==> src/rtl/instr_fetch_pkg.sv <==
// Shared CPU definitions (package cpu_pkg): word width, bubble/reset defaults, IF/ID record.
package cpu_pkg;
    localparam int          XLEN     = 32;
    localparam logic [31:0] NOP_INS  = 32'h0000_0000;
    localparam logic [31:0] RESET_PC = 32'h0000_0000;

    typedef struct packed {
        logic            valid;
        logic [XLEN-1:0] ins;
        logic [XLEN-1:0] pc;
        logic [XLEN-1:0] pc_plus4;
        logic            exc;
    } if_id_t;
endpackage

==> src/rtl/instr_fetch_if.sv <==
// Fetch-stage bundle: pipeline control in, ROM address/data, IF/ID register out.
interface instr_fetch_if;
    import cpu_pkg::*;

    logic            stall_i;
    logic            flush_i;
    logic            redirect_i;
    logic [XLEN-1:0] redirect_target_i;
    logic [XLEN-1:0] rom_addr_o;
    logic [XLEN-1:0] rom_ins_i;
    logic [XLEN-1:0] pc_o;
    logic            id_valid_o;
    logic [XLEN-1:0] id_ins_o;
    logic [XLEN-1:0] id_pc_o;
    logic [XLEN-1:0] id_pc_plus4_o;
    logic            id_exc_o;

    modport slave (
        input  stall_i, flush_i, redirect_i, redirect_target_i, rom_ins_i,
        output rom_addr_o, pc_o, id_valid_o, id_ins_o, id_pc_o, id_pc_plus4_o, id_exc_o
    );

    modport master (
        output stall_i, flush_i, redirect_i, redirect_target_i, rom_ins_i,
        input  rom_addr_o, pc_o, id_valid_o, id_ins_o, id_pc_o, id_pc_plus4_o, id_exc_o
    );
endinterface

==> src/rtl/instr_fetch_next_pc.sv <==
// Combinational next-PC select: redirect > stall > sequential.
// FETCH_EXC_EN keeps raw target low bits so misaligned fetches can be flagged downstream.
module fetch_next_pc
    import cpu_pkg::*;
(
    input  logic [XLEN-1:0] pc_i,
    input  logic            stall_i,
    input  logic            redirect_i,
    input  logic [XLEN-1:0] target_i,
    output logic [XLEN-1:0] next_pc_o
);
    logic [XLEN-1:0] target_w;

`ifdef FETCH_EXC_EN
    assign target_w = target_i;
`else
    assign target_w = target_i & ~XLEN'(3);
`endif

    // Flush does not affect the PC: flush+stall holds, flush alone advances.
    always_comb begin
        next_pc_o = pc_i + XLEN'(4);
        if (redirect_i) begin
            next_pc_o = target_w;
        end else if (stall_i) begin
            next_pc_o = pc_i;
        end
    end
endmodule

==> src/rtl/instr_fetch.sv <==
// Fetch stage: PC register, ROM word address, IF/ID capture with stall/flush/redirect.
// Optional macro FETCH_EXC_EN enables misaligned/out-of-range fetch exceptions.
module instr_fetch #(
    parameter logic [cpu_pkg::XLEN-1:0] RESET_PC  = cpu_pkg::RESET_PC,
    parameter int                       ROM_DEPTH = 256,
    parameter logic [cpu_pkg::XLEN-1:0] NOP_INS   = cpu_pkg::NOP_INS
) (
    input  logic         clk,
    input  logic         reset,
    instr_fetch_if.slave bus
);
    import cpu_pkg::*;

    localparam int AW = $clog2(ROM_DEPTH);

    logic [XLEN-1:0] pc_q, pc_d;
    if_id_t          id_q, id_d;

    fetch_next_pc u_next_pc (
        .pc_i      (pc_q),
        .stall_i   (bus.stall_i),
        .redirect_i(bus.redirect_i),
        .target_i  (bus.redirect_target_i),
        .next_pc_o (pc_d)
    );

    function automatic if_id_t bubble(input logic [XLEN-1:0] pc);
        if_id_t b;
        b.valid    = 1'b0;
        b.ins      = NOP_INS;
        b.pc       = pc;
        b.pc_plus4 = pc + XLEN'(4);
        b.exc      = 1'b0;
        return b;
    endfunction

`ifdef FETCH_EXC_EN
    function automatic logic fetch_exc(input logic [XLEN-1:0] pc);
        return (pc[1:0] != 2'b00) || ((pc >> 2) >= XLEN'(ROM_DEPTH));
    endfunction
`endif

    always_comb begin
        id_d = id_q;
        if (bus.redirect_i || bus.flush_i) begin
            id_d = bubble(pc_q);
        end else if (!bus.stall_i) begin
            id_d.valid    = 1'b1;
            id_d.ins      = bus.rom_ins_i;
            id_d.pc       = pc_q;
            id_d.pc_plus4 = pc_q + XLEN'(4);
            id_d.exc      = 1'b0;
`ifdef FETCH_EXC_EN
            if (fetch_exc(pc_q)) begin
                id_d.ins = NOP_INS;
                id_d.exc = 1'b1;
            end
`endif
        end
    end

    always_ff @(posedge clk or posedge reset) begin
        if (reset) begin
            pc_q <= RESET_PC;
            id_q <= '{valid: 1'b0, ins: NOP_INS, pc: '0, pc_plus4: '0, exc: 1'b0};
        end else begin
            pc_q <= pc_d;
            id_q <= id_d;
        end
    end

    // Upper PC bits are dropped so the ROM index wraps modulo ROM_DEPTH.
    assign bus.rom_addr_o    = {{(XLEN-AW){1'b0}}, pc_q[AW+1:2]};
    assign bus.pc_o          = pc_q;
    assign bus.id_valid_o    = id_q.valid;
    assign bus.id_ins_o      = id_q.ins;
    assign bus.id_pc_o       = id_q.pc;
    assign bus.id_pc_plus4_o = id_q.pc_plus4;
    assign bus.id_exc_o      = id_q.exc;
endmodule
==> src/flat_wrapper.sv <==
// flat-port wrapper written by rule: the top's interface ports become plain ports
module instr_fetch_flat import cpu_pkg::*;
#(
    parameter logic [cpu_pkg::XLEN-1:0] RESET_PC  = cpu_pkg::RESET_PC,
    parameter int                       ROM_DEPTH = 256,
    parameter logic [cpu_pkg::XLEN-1:0] NOP_INS   = cpu_pkg::NOP_INS
)
  (clk, reset, bus_stall_i, bus_flush_i, bus_redirect_i, bus_redirect_target_i, bus_rom_ins_i, bus_rom_addr_o, bus_pc_o, bus_id_valid_o, bus_id_ins_o, bus_id_pc_o, bus_id_pc_plus4_o, bus_id_exc_o);
  instr_fetch_if bus_i ();
  input  logic clk;
  input  logic reset;
  input wire logic [$bits(bus_i.stall_i)-1:0] bus_stall_i;
  input wire logic [$bits(bus_i.flush_i)-1:0] bus_flush_i;
  input wire logic [$bits(bus_i.redirect_i)-1:0] bus_redirect_i;
  input wire logic [$bits(bus_i.redirect_target_i)-1:0] bus_redirect_target_i;
  input wire logic [$bits(bus_i.rom_ins_i)-1:0] bus_rom_ins_i;
  output wire logic [$bits(bus_i.rom_addr_o)-1:0] bus_rom_addr_o;
  output wire logic [$bits(bus_i.pc_o)-1:0] bus_pc_o;
  output wire logic [$bits(bus_i.id_valid_o)-1:0] bus_id_valid_o;
  output wire logic [$bits(bus_i.id_ins_o)-1:0] bus_id_ins_o;
  output wire logic [$bits(bus_i.id_pc_o)-1:0] bus_id_pc_o;
  output wire logic [$bits(bus_i.id_pc_plus4_o)-1:0] bus_id_pc_plus4_o;
  output wire logic [$bits(bus_i.id_exc_o)-1:0] bus_id_exc_o;
  assign bus_i.stall_i = bus_stall_i;
  assign bus_i.flush_i = bus_flush_i;
  assign bus_i.redirect_i = bus_redirect_i;
  assign bus_i.redirect_target_i = bus_redirect_target_i;
  assign bus_i.rom_ins_i = bus_rom_ins_i;
  assign bus_rom_addr_o = bus_i.rom_addr_o;
  assign bus_pc_o = bus_i.pc_o;
  assign bus_id_valid_o = bus_i.id_valid_o;
  assign bus_id_ins_o = bus_i.id_ins_o;
  assign bus_id_pc_o = bus_i.id_pc_o;
  assign bus_id_pc_plus4_o = bus_i.id_pc_plus4_o;
  assign bus_id_exc_o = bus_i.id_exc_o;
  instr_fetch #(.RESET_PC(RESET_PC), .ROM_DEPTH(ROM_DEPTH), .NOP_INS(NOP_INS)) u_core (.clk(clk), .reset(reset), .bus(bus_i));
endmodule
==> config.mk <==
export PLATFORM = sky130hd
export DESIGN_NAME = instr_fetch_flat
export DESIGN_NICKNAME = d
export VERILOG_FILES = /design/src/rtl/instr_fetch_pkg.sv /design/src/rtl/instr_fetch_if.sv /design/src/rtl/instr_fetch_next_pc.sv /design/src/rtl/instr_fetch.sv /design/src/flat_wrapper.sv
export SDC_FILE = /design/constraint.sdc
export NUM_CORES = 1
export LEC_CHECK = 0
export ABC_AREA = 0
export BUFFER_PORTS_ARGS = -buffer_cell sky130_fd_sc_hd__clkbuf_2
export CAP_MARGIN = 20
export CORE_MARGIN = 1
export CORE_UTILIZATION = 50
export DETAILED_ROUTE_END_ITERATION = 8
export GPL_ROUTABILITY_DRIVEN = 0
export PLACE_DENSITY = 0.81
export SLEW_MARGIN = 20
export SYNTH_ARGS = -nofsm -noshare
export SYNTH_HDL_FRONTEND = slang
export SYNTH_SLANG_ARGS = --single-unit
==> constraint.sdc <==
create_clock -name clk -period 6.4 [get_ports clk]
set_input_delay 1.92 -clock clk [delete_from_list [all_inputs] [get_ports clk]]
set_output_delay 1.92 -clock clk [all_outputs]
set_load 0.1 [all_outputs]
==> key figures, run 1 <==
Critical path
  • Crit path launch type: input port
  • Reg2reg start: u_core.bus.pc_o[2]
  • Crit Reg-Reg Endpoint: u_core.bus.id_pc_plus4_o[30]
  • CP endpoint kind: register
  • Required @ worst endpoint: 6.75 ns
  • R2r setup slk: 3.79 ns
  • R2R depth: 5
  • Critical path class: input port to register
  • Maximum fanout along the worst path: 38
  • Critical path arrival: 4.16 ns

CTS
  • Setup Fix Bufs, Post-CTS: 0
  • Cts bufs inserted: 17
  • Reg clk slew, reported paths: 0.05 ns
  • Clock Sinks: 123
  • TritonCTS clock tree: yes
  • CTS root buffer: clkbuf_16
  • Clk Latency, worst-skew pair: 0.41 ns
  • H-tree Lvls: 4
  • Post-CTS Hold Buffers: 0
  • Clk buf depth: 2
  • Post-CTS sizing: 0

Die
  • Total die area: 12900 um2
  • Die Ht: 114 um
  • Starting density of the core: 0.516
  • Std-Cell Rows: 40
  • Core Area: 12100 um2
  • I/O pin cnt: 231
  • Die width: 114 um

Logic synthesis
  • Mean post-synth cell area: 9.31 um2
  • Top FF cell, synth: dfrtp_1
  • Asr flop ratio synth: 1.00
  • Yosys cell types: 43
  • Post-synth EDFFs: 0
  • Post-Syn Area: 6230 um2
  • Register area share after synthesis: 0.494
  • Synthesized flop and latch total: 123
  • Post-synthesis instance total: 669
  • Synth warn: 0

Power and ir drop
  • Max IR drop VDD: 0.224 mV
  • Pwr Density: 376 nW/um2
  • Comb pwr share: 0.319
  • Tot Pwr: 0.00281 W
  • Sw Pwr: 0.00120 W
  • Clk pwr share: 0.349
  • Cell-internal power: 0.00160 W
  • Switching portion of total power: 0.429
  • Leak: 3.58 nW
  • Sequential group share of total power: 0.331

Finish
  • Most frequent cells in the layout: 197 x clkbuf_2, 132 x nand2_1, 123 x dfrtp_1, 37 x o21ai_0
  • Inserted Diodes: 0
  • P&R area growth vs syn: 20.0%
  • Commonest non-fill, non-tap cell in the layout: clkbuf_2
  • Filler instances: 1077
  • Share of cells above drive strength 1: 0.301
  • Final instance area: 7470 um2
  • Nets: 870

Place
  • Port buffer count: 197
  • Placed cell area: 6850 um2
  • DPL Wire Length: 11100 um

Route
  • Via/cell ratio: 5.40
  • Residual DRC: 0
  • Via count: 5295
  • Detail Route Antenna Nets: 0
  • TritonRoute pass-1 iters: 5
  • Initial DRC Count: 378
  • Total Wirelength: 16000 um
  • WL per Instance: 16.3 um

STA
  • Slew Limit Headroom: 0.397
  • Fin. max-slew vios: 0
  • Worst Tran Pin Value: 0.904 ns
  • Unrepaired setup endpoints after global routing: false
  • Setup TNS: 0 ns
  • Period minus WS final: 3.81 ns
  • Hold Vio Cnt, Final: 0
  • Fmax achieved: 262 MHz
  • Worst Skew: 0.00693 ns
  • Min Hold Slack: 0.464 ns
  • Period Utilization, post-route: 0.595
  • Setup violators final: 0

Worst hold path
  • Hold depth: 2
  • Hold path endpoint: u_core.bus.id_pc_o[31]
  • HP Class: register to register
  • Hold path startpoint: u_core.bus.id_pc_o[31]

Job
  • Max-cap violation count: 0

Global route
  • Largest net degree at the start of global routing: 71
  • Total GRT Usage: 0.258
  • Global-route wire length before repair: 25400 um
  • Initial antenna violation count: 0
  • Number of global-route vias before repair: 4836
  • GRT overflow: 0

Outcome
  • Status: finished clean
==> power by group through the flow <==
stage               clock [W]  combinational [W]  sequential [W]
floorplan                   0           0.000453         0.00129
global placement            0           0.000894        0.000939
detailed placement          0           0.000900        0.000942
CTS                  0.000996           0.000901        0.000930
global route          0.00104           0.000931        0.000941
finish               0.000981           0.000897        0.000930
==> area by class of cell <==
cell class	instances	area, um2	share of cell area
well taps	168	210	0.0281
clock inverters	12	145	0.0194
repair buffers	202	1020	0.137
clock buffers	20	467	0.0625
inverters	8	35.0	0.00469
flip-flops and latches	123	3080	0.412
multi-input cells	448	2510	0.336
==> critical path, stage by stage <==
cell and delay (ns):
clkbuf_2 0.55, or3b_2 0.76, buf_4 0.36, nand2_1 0.07
or4_1 0.39, nand3_1 0.09
==> per-stage QoR <==
stage / setup WS, ns / std cells / utilization
4_1_cts: 2.58 / 981 / 0.619
6_report: 2.59 / 981 / 0.619
3_3_place_gp: 2.15 / 949 / 0.568
3_5_place_dp: 2.14 / 949 / 0.568
2_1_floorplan: 1.21 / 699 / -
5_1_grt: 2.37 / 981 / 0.619
==> registers in the layout, indices dropped and copies added, names as in the netlist <==
signal / cells
u_core.bus.id_ins_o: 32
u_core.bus.id_pc_o: 30
u_core.bus.id_pc_plus4_o: 30
u_core.bus.pc_o: 30
u_core.bus.id_valid_o: 1
==> logic make-up after synthesis <==
kind of cell	synth area share
adder cells (fa/ha/maj)	0.00201
flip-flops	0.494
other	0.000602
multiplexers	0.00322
AO/OA/AOI/OAI	0.131
XOR/XNOR	0.0366
AND/OR/NAND/NOR	0.209
buffers and inverters	0.123
==> cell usage after synthesis, types with 3 or more instances <==
| cell | count | share of area |
|---|---|---|
| or2_2 | 3 | 0.0030 |
| a22o_1 | 32 | 0.045 |
| inv_1 | 8 | 0.0048 |
| nor2_1 | 32 | 0.019 |
| dfrtp_1 | 123 | 0.49 |
| and3_1 | 4 | 0.0040 |
| nor3_1 | 6 | 0.0048 |
| clkbuf_1 | 37 | 0.022 |
| buf_2 | 12 | 0.0096 |
| o211ai_1 | 3 | 0.0036 |
| o21ai_0 | 37 | 0.030 |
| xnor2_1 | 18 | 0.025 |
| nor4_1 | 12 | 0.012 |
| or3_1 | 8 | 0.0080 |
| nand3b_1 | 5 | 0.0060 |
| or4_1 | 21 | 0.025 |
| xor2_1 | 8 | 0.011 |
| nand4_1 | 16 | 0.016 |
| nand2_1 | 132 | 0.080 |
| a31oi_1 | 23 | 0.023 |
| buf_4 | 70 | 0.084 |
| o31ai_1 | 14 | 0.017 |
| and4_1 | 6 | 0.0084 |
| nand3_1 | 17 | 0.014 |
==> how the worst max path moves through the flow <==
stage | startpoint | to | slack (ns) | cells past startpoint
2_1_floorplan | reset | u_core.bus.id_ins_o[0] | 1.21 | 1
3_3_place_gp | bus_redirect_i | u_core.bus.id_pc_plus4_o[29] | 2.15 | 6
3_5_place_dp | bus_redirect_i | u_core.bus.id_pc_plus4_o[29] | 2.14 | 6
4_1_cts | bus_redirect_i | u_core.bus.id_pc_plus4_o[29] | 2.58 | 6
5_1_grt | bus_redirect_i | u_core.bus.id_pc_plus4_o[29] | 2.37 | 6
6_report | bus_redirect_i | u_core.bus.id_pc_plus4_o[29] | 2.59 | 6
==> per-layer routing <==
layer	wire length, um	vias up	track usage	part of all wire
met2	7740	238	0.409	0.48
met3	1070	21	0.0590	0.067
met1	6930	2527	0.353	0.43
met4	263	0	0.0825	0.016
met5	0	-	0	0
li1	-	2509	-	-
(Power assumes the default switching activity.)
==> run 2, diff against run 1 <==
clock period = 4 ns   (was 6.4 ns; I/O delays follow)
==> key figures, run 2 (synthesis gave the netlist of run 1 again) <==
Power and ir drop
  • Sw Pwr: 0.00190 W (+57%)
  • Pwr Density: 604 nW/um2 (+61%)
  • Sequential group share of total power: 0.328 (-0.003)
  • Clk pwr share: 0.354 (+0.005)
  • Cell-internal power: 0.00263 W (+64%)
  • Switching portion of total power: 0.418 (-0.0103)
  • Max IR drop VDD: 0.390 mV (+74%)
  • Leak: 3.60 nW (+0.45%)
  • Comb pwr share: 0.318 (about the same)

Finish
  • Inserted Diodes: 0 (unchanged)
  • Share of cells above drive strength 1: 0.296 (-0.00528)
  • Final core occ: 0.622 (+0.00228)
  • Commonest non-fill, non-tap cell in the layout: clkbuf_2
  • Nets: 872 (+0.23%)
  • Fin cells: 982 (+0.10%)
  • Most frequent cells in the layout: 197 x clkbuf_2, 132 x nand2_1, 123 x dfrtp_1, 37 x o21ai_0
  • P&R area growth vs syn: 20.4%
  • Max reg flops: 32 (unchanged)

Die
  • Die width: 114 um (unchanged)
  • I/O pin cnt: 231 (unchanged)
  • Core Area: 12100 um2 (unchanged)
  • Std-Cell Rows: 40 (unchanged)
  • Total die area: 12900 um2 (unchanged)
  • Starting density of the core: 0.516 (unchanged)
  • Die Ht: 114 um (unchanged)

Route
  • Total Wirelength: 15700 um (-2.1%)
  • Via/cell ratio: 5.30 (-1.8%)
  • Residual DRC: 0 (unchanged)
  • DR WL met3: 1080 um (+1.1%)
  • Met2 WL: 7600 um (-1.7%)
  • Detail Route Antenna Nets: 0 (unchanged)
  • TritonRoute pass-1 iters: 4 (-1)
  • Initial DRC Count: 329 (-13%)
  • WL per Instance: 15.9 um (-2.2%)
  • Via count: 5203 (-1.7%)
  • WL met1: 6740 um (-2.7%)
  • Top Metal Used: met4

Critical path
  • Maximum fanout along the worst path: 12 (-68%)
  • Slowest stage delay, CP: 0.65 ns (-0.11 ns)
  • Buf/Inv on CP: 1 (-1)
  • CP endpoint kind: primary output
  • Critical path arrival: 1.62 ns (-2.54 ns)
  • Cell Chain, Critical Path: clkbuf_2
  • CP max-delay cell: dfrtp_1
  • Stages on the worst setup path: 1 (-5)
  • Crit path launch type: register
  • Required @ worst endpoint: 2.80 ns (-3.95 ns)
  • R2R depth: 5 (unchanged)
  • Critical path class: register to primary output
  • R2r setup slk: 1.42 ns (-2.37 ns)
  • CP top delay family: flip-flops

Place
  • Placed insts: 951 (+0.21%)
  • Port buffer count: 197 (unchanged)
  • DPL Wire Length: 10800 um (-2.4%)

STA
  • Period Utilization, post-route: 0.704
  • Hold Vio Cnt, Final: 0 (unchanged)
  • Fmax achieved: 355 MHz
  • Min Hold Slack: 0.462 ns (-0.00133 ns)
  • Worst Skew: 0.00753 ns (+0.000599 ns)
  • Setup violators final: 0 (unchanged)
  • Unrepaired setup endpoints after global routing: false
  • Worst Tran Pin Value: 0.891 ns (-0.0135 ns)
  • Slew Limit Headroom: 0.401 (+0.00418)
  • Period minus WS final: 2.82 ns
  • Setup TNS: 0 ns (unchanged)
  • Fin. max-slew vios: 0 (unchanged)

CTS
  • Cts bufs inserted: 17 (unchanged)
  • TritonCTS clock tree: yes
  • Reg clk slew, reported paths: 0.05 ns (about the same)
  • Clk buf depth: 2 (unchanged)
  • Post-CTS Hold Buffers: 0 (unchanged)
  • Post-CTS sizing: 0 (unchanged)
  • Setup Fix Bufs, Post-CTS: 0 (unchanged)
  • Clock Sinks: 123 (unchanged)
  • Clk Latency, worst-skew pair: 0.42 ns (about the same)
  • H-tree Lvls: 4 (unchanged)
  • CTS root buffer: clkbuf_16

Job
  • Max-cap violation count: 0 (unchanged)

Outcome
  • Status: finished clean

Global route
  • Largest net degree at the start of global routing: 124 (+75%)
  • Number of global-route vias before repair: 4951 (+2.4%)
  • Total GRT Usage: 0.259 (+0.00115)
  • Initial antenna violation count: 0 (unchanged)
  • GRT overflow: 0 (unchanged)
  • Global-route wire length before repair: 25500 um (+0.30%)

Worst hold path
  • HP Class: register to register
  • Hold depth: 2 (unchanged)
[run 2: final timing paths]
path / from / to
max: u_core.bus.pc_o[9] / bus_pc_o[9]
min: u_core.bus.id_pc_o[26] / u_core.bus.id_pc_o[26]
max reg2reg: u_core.bus.pc_o[2] / u_core.bus.pc_o[22]
min reg2reg: u_core.bus.id_pc_o[26] / u_core.bus.id_pc_o[26]
max in group asynchronous: reset / u_core.bus.id_pc_plus4_o[29]
min in group asynchronous: reset / u_core.bus.id_pc_o[21]
[run 2: per-stage QoR]
stage          area [um2]  setup WS, ns  power, W
3_3_place_gp         6880         0.987   0.00293
3_5_place_dp         6880         0.963   0.00295
4_1_cts              7500          1.15   0.00456
2_1_floorplan        6340          1.29   0.00279
5_1_grt              7500          1.12   0.00469
6_report             7500          1.18   0.00453
[run 2: power groups by stage]
stage          Sequential (W)  Clock [W]  Combinational (W)
5_1_grt               0.00150    0.00169            0.00150
4_1_cts               0.00148    0.00163            0.00145
6_report              0.00149    0.00160            0.00144
3_5_place_dp          0.00150          0            0.00144
2_1_floorplan         0.00206          0           0.000726
3_3_place_gp          0.00150          0            0.00143
[run 2: per-layer routing]
metal	up-vias	global-route usage
li1	2512	-
met4	0	0.0956
met3	21	0.0717
met1	2456	0.334
met2	214	0.420
met5	-	0
[run 2: cell type report]
cell class / instances / area, um2
Clock buffer: 24 / 482
Timing Repair Buffer: 204 / 1050
Multi-Input combinational cell: 448 / 2500
Sequential cell: 123 / 3080
Inverter: 8 / 33.8
Tap cell: 168 / 210
Clock inverter: 7 / 138
Fill cell: 1036 / 4560
==> run 3, diff against run 2 <==
ABC_AREA = 1   (was 0)
CORE_UTILIZATION = 45   (was 50)
PLACE_DENSITY = 0.77   (was 0.81)
clock period = 2.5 ns   (was 4 ns; I/O delays follow)
==> key figures, run 3 <==
Logic synthesis
  • Top cells by area, synth: dfrtp_1 49%, nand2_1 19%, buf_4 8.4%, nand3_1 4.9%, o21ai_0 4.6%
  • Post-synthesis mux area share: 0 (-0.00322)
  • Post-Syn Area: 6260 um2 (+0.50%)
  • Asr flop ratio synth: 1.00 (unchanged)
  • Yosys cell types: 23 (-47%)
  • Most common cell in the netlist: nand2_1
  • Post-synth EDFFs: 0 (unchanged)
  • Synthesized flop and latch total: 123 (unchanged)
  • Mean post-synth cell area: 7.88 um2 (-15%)
  • Xor and xnor area share after synthesis: 0.0210 (-0.0156)
  • Main combinational cell family by area after synthesis: simple AND/OR/NAND/NOR gates
  • Synth Area in Adders: 0.00200 (-0.0000100)
  • Share of the synthesized area in the top cell type: 0.492 (-0.00247)
  • Top FF cell, synth: dfrtp_1
  • Top cells by count, synth: 312 x nand2_1, 123 x dfrtp_1, 70 x buf_4, 61 x inv_1, 61 x nand3_1
  • Area leader, netlist: dfrtp_1
  • Post-Synth Simple-Gate Area: 0.278 (+0.0689)
  • Synth Area in Compound Gates: 0.0574 (-0.0734)
  • Post-synthesis instance total: 794 (+19%)
  • Synth warn: 0 (unchanged)
  • Register area share after synthesis: 0.492 (-0.00247)

Route
  • WL per Instance: 14.3 um (-11%)
  • Initial DRC Count: 376 (+14%)
  • Detail Route Antenna Nets: 0 (unchanged)
  • Residual DRC: 0 (unchanged)
  • Via count: 5444 (+4.6%)
  • Via/cell ratio: 4.77 (-10%)
  • Total Wirelength: 16300 um (+4.1%)
  • TritonRoute pass-1 iters: 5 (+1)

CTS
  • TritonCTS clock tree: yes
  • Cts bufs inserted: 17 (unchanged)
  • Clk buf depth: 2 (unchanged)
  • Setup Fix Bufs, Post-CTS: 0 (unchanged)
  • Clk Latency, worst-skew pair: 0.41 ns (about the same)
  • H-tree Lvls: 4 (unchanged)
  • Reg clk slew, reported paths: 0.06 ns (about the same)
  • Post-CTS sizing: 0 (unchanged)
  • Post-CTS Hold Buffers: 0 (unchanged)
  • CTS root buffer: clkbuf_16
  • Clock Sinks: 123 (unchanged)

Critical path
  • Crit path launch type: register
  • Buf/Inv on CP: 1 (unchanged)
  • Maximum fanout along the worst path: 9 (-3)
  • Slowest stage delay, CP: 0.53 ns (-0.12 ns)
  • Required @ worst endpoint: 1.75 ns (-1.05 ns)
  • Cell Chain, Critical Path: clkbuf_2
  • CP endpoint kind: primary output
  • Critical path class: register to primary output
  • CP top delay family: buffers and inverters
  • Critical path arrival: 1.45 ns (-0.17 ns)
  • CP max-delay cell: clkbuf_2

Place
  • DPL Wire Length: 11700 um (+8.4%)
  • Placed insts: 1110 (+17%)
  • Port buffer count: 197 (unchanged)
  • Dpl ws: 0.615 ns (-0.348 ns)

STA
  • Worst Tran Pin Value: 0.594 ns (-0.296 ns)
  • Unrepaired setup endpoints after global routing: false
  • Setup violators final: 0 (unchanged)
  • Setup WS post-layout: 0.299 ns (-0.885 ns)
  • Fmax achieved: 454 MHz
  • Period minus WS final: 2.20 ns
  • Slew Limit Headroom: 0.605 (+0.205)
  • Fin. max-slew vios: 0 (unchanged)
  • Hold Vio Cnt, Final: 0 (unchanged)
  • Worst Skew: 0.00395 ns (-0.00358 ns)
  • Period Utilization, post-route: 0.880
  • Setup TNS: 0 ns (unchanged)

Global route
  • Number of global-route vias before repair: 5049 (+2.0%)
  • GRT Max-Usage Layer: met2
  • Global Route met1 Usage: 0.289 (-0.0451)
  • Largest net degree at the start of global routing: 97 (-22%)
  • GR Layer Usage met2: 0.397 (-0.0230)
  • Global-route wire length before repair: 25600 um (+0.38%)
  • M3 GR Usage: 0.0623 (-0.00947)
  • Total GRT Usage: 0.232 (-0.0268)
  • GRT overflow: 0 (unchanged)
  • Initial antenna violation count: 0 (unchanged)

Power and ir drop
  • Pwr Density: 954 nW/um2 (+58%)
  • Switching portion of total power: 0.443 (+0.0247)
  • Cell-internal power: 0.00404 W (+53%)
  • Sw Pwr: 0.00322 W (+70%)
  • Sequential group share of total power: 0.323 (-0.005)
  • Leak: 4.18 nW (+16%)
  • Max IR drop VDD: 0.508 mV (+30%)
  • Clk pwr share: 0.336 (-0.018)
  • Comb pwr share: 0.341 (+0.023)

Die
  • Core Area: 13400 um2 (+11%)
  • Starting density of the core: 0.467 (-0.0492)
  • Total die area: 14400 um2 (+11%)
  • Die Ht: 120 um (+5.6%)
  • Die width: 120 um (+5.6%)
  • Std-Cell Rows: 42 (+5.0%)
  • I/O pin cnt: 231 (unchanged)

Worst hold path
  • HP Class: input port to asynchronous set/reset pin

Finish
  • Filler instances: 1290 (+25%)
  • Most frequent cells in the layout: 312 x nand2_1, 197 x clkbuf_2, 123 x dfrtp_1, 61 x nand3_1, 60 x inv_1
  • Area occupied by registers: 3080 um2 (unchanged)
  • Nets: 1023 (+17%)
  • Max reg flops: 32 (unchanged)
  • Share of cells above drive strength 1: 0.267 (-0.0290)
  • Commonest non-fill, non-tap cell in the layout: nand2_1
  • Fin cells: 1142 (+16%)
  • Inserted Diodes: 0 (unchanged)
  • Multi-input gate area: 2360 um2 (-5.7%)
  • P&R area growth vs syn: 21.6%

Outcome
  • Status: finished clean

Job
  • Max-cap violation count: 0 (unchanged)
## run 3: area by class of cell
class | count | area share
Timing Repair Buffer | 210 | 0.147
Clock inverter | 13 | 0.0199
Inverter | 64 | 0.0321
Clock buffer | 19 | 0.0569
Tap cell | 176 | 0.0289
Multi-Input combinational cell | 537 | 0.310
Sequential cell | 123 | 0.405
## run 3: routing by layer
metal,part of all wire,wire (um)
met2,0.50,8120
met4,0.011,184
met5,0,0
met1,0.43,7000
met3,0.061,993
## run 3: final timing paths
kind	endpoint	cells past startpoint	start	slack, ns
hold reg to reg	u_core.bus.id_ins_o[0]	2	u_core.bus.id_ins_o[0]	0.47
max in group asynchronous	u_core.bus.pc_o[24]	3	reset	1.49
hold / removal	u_core.bus.id_ins_o[24]	2	reset	0.38
min in group clk	u_core.bus.id_ins_o[0]	2	u_core.bus.id_ins_o[0]	0.47
setup reg to reg	u_core.bus.id_pc_plus4_o[18]	8	u_core.bus.pc_o[2]	0.67
setup / recovery	bus_pc_o[4]	1	u_core.bus.pc_o[4]	0.30
## run 3: cells by family after synthesis
logic type	Yosys count
buffers and inverters	164
xor gates and xnor gates	15
other	1
AOI/OAI and AO/OA	67
DFF	123
and+or+nand+nor	423
adders and majority gates	1
## run 3: per-stage QoR
step | total power [W] | hold slack, ns | utilization | area [um2]
after floorplan | 0.00456 | 0.561 | - | 6370
after CTS | 0.00730 | 0.393 | 0.568 | 7610
after global routing | 0.00751 | 0.432 | 0.568 | 7610
after detailed placement | 0.00486 | 0.457 | 0.524 | 7020
final | 0.00726 | 0.381 | 0.568 | 7610
after global placement | 0.00484 | 0.453 | 0.524 | 7020
## run 3: power groups by stage
stage / clock (W) / sequential [W] / combinational, W
detailed placement: 0 / 0.00238 / 0.00248
global route: 0.00256 / 0.00237 / 0.00257
CTS: 0.00247 / 0.00235 / 0.00249
floorplan: 0 / 0.00337 / 0.00119
finish: 0.00244 / 0.00235 / 0.00247
global placement: 0 / 0.00237 / 0.00247
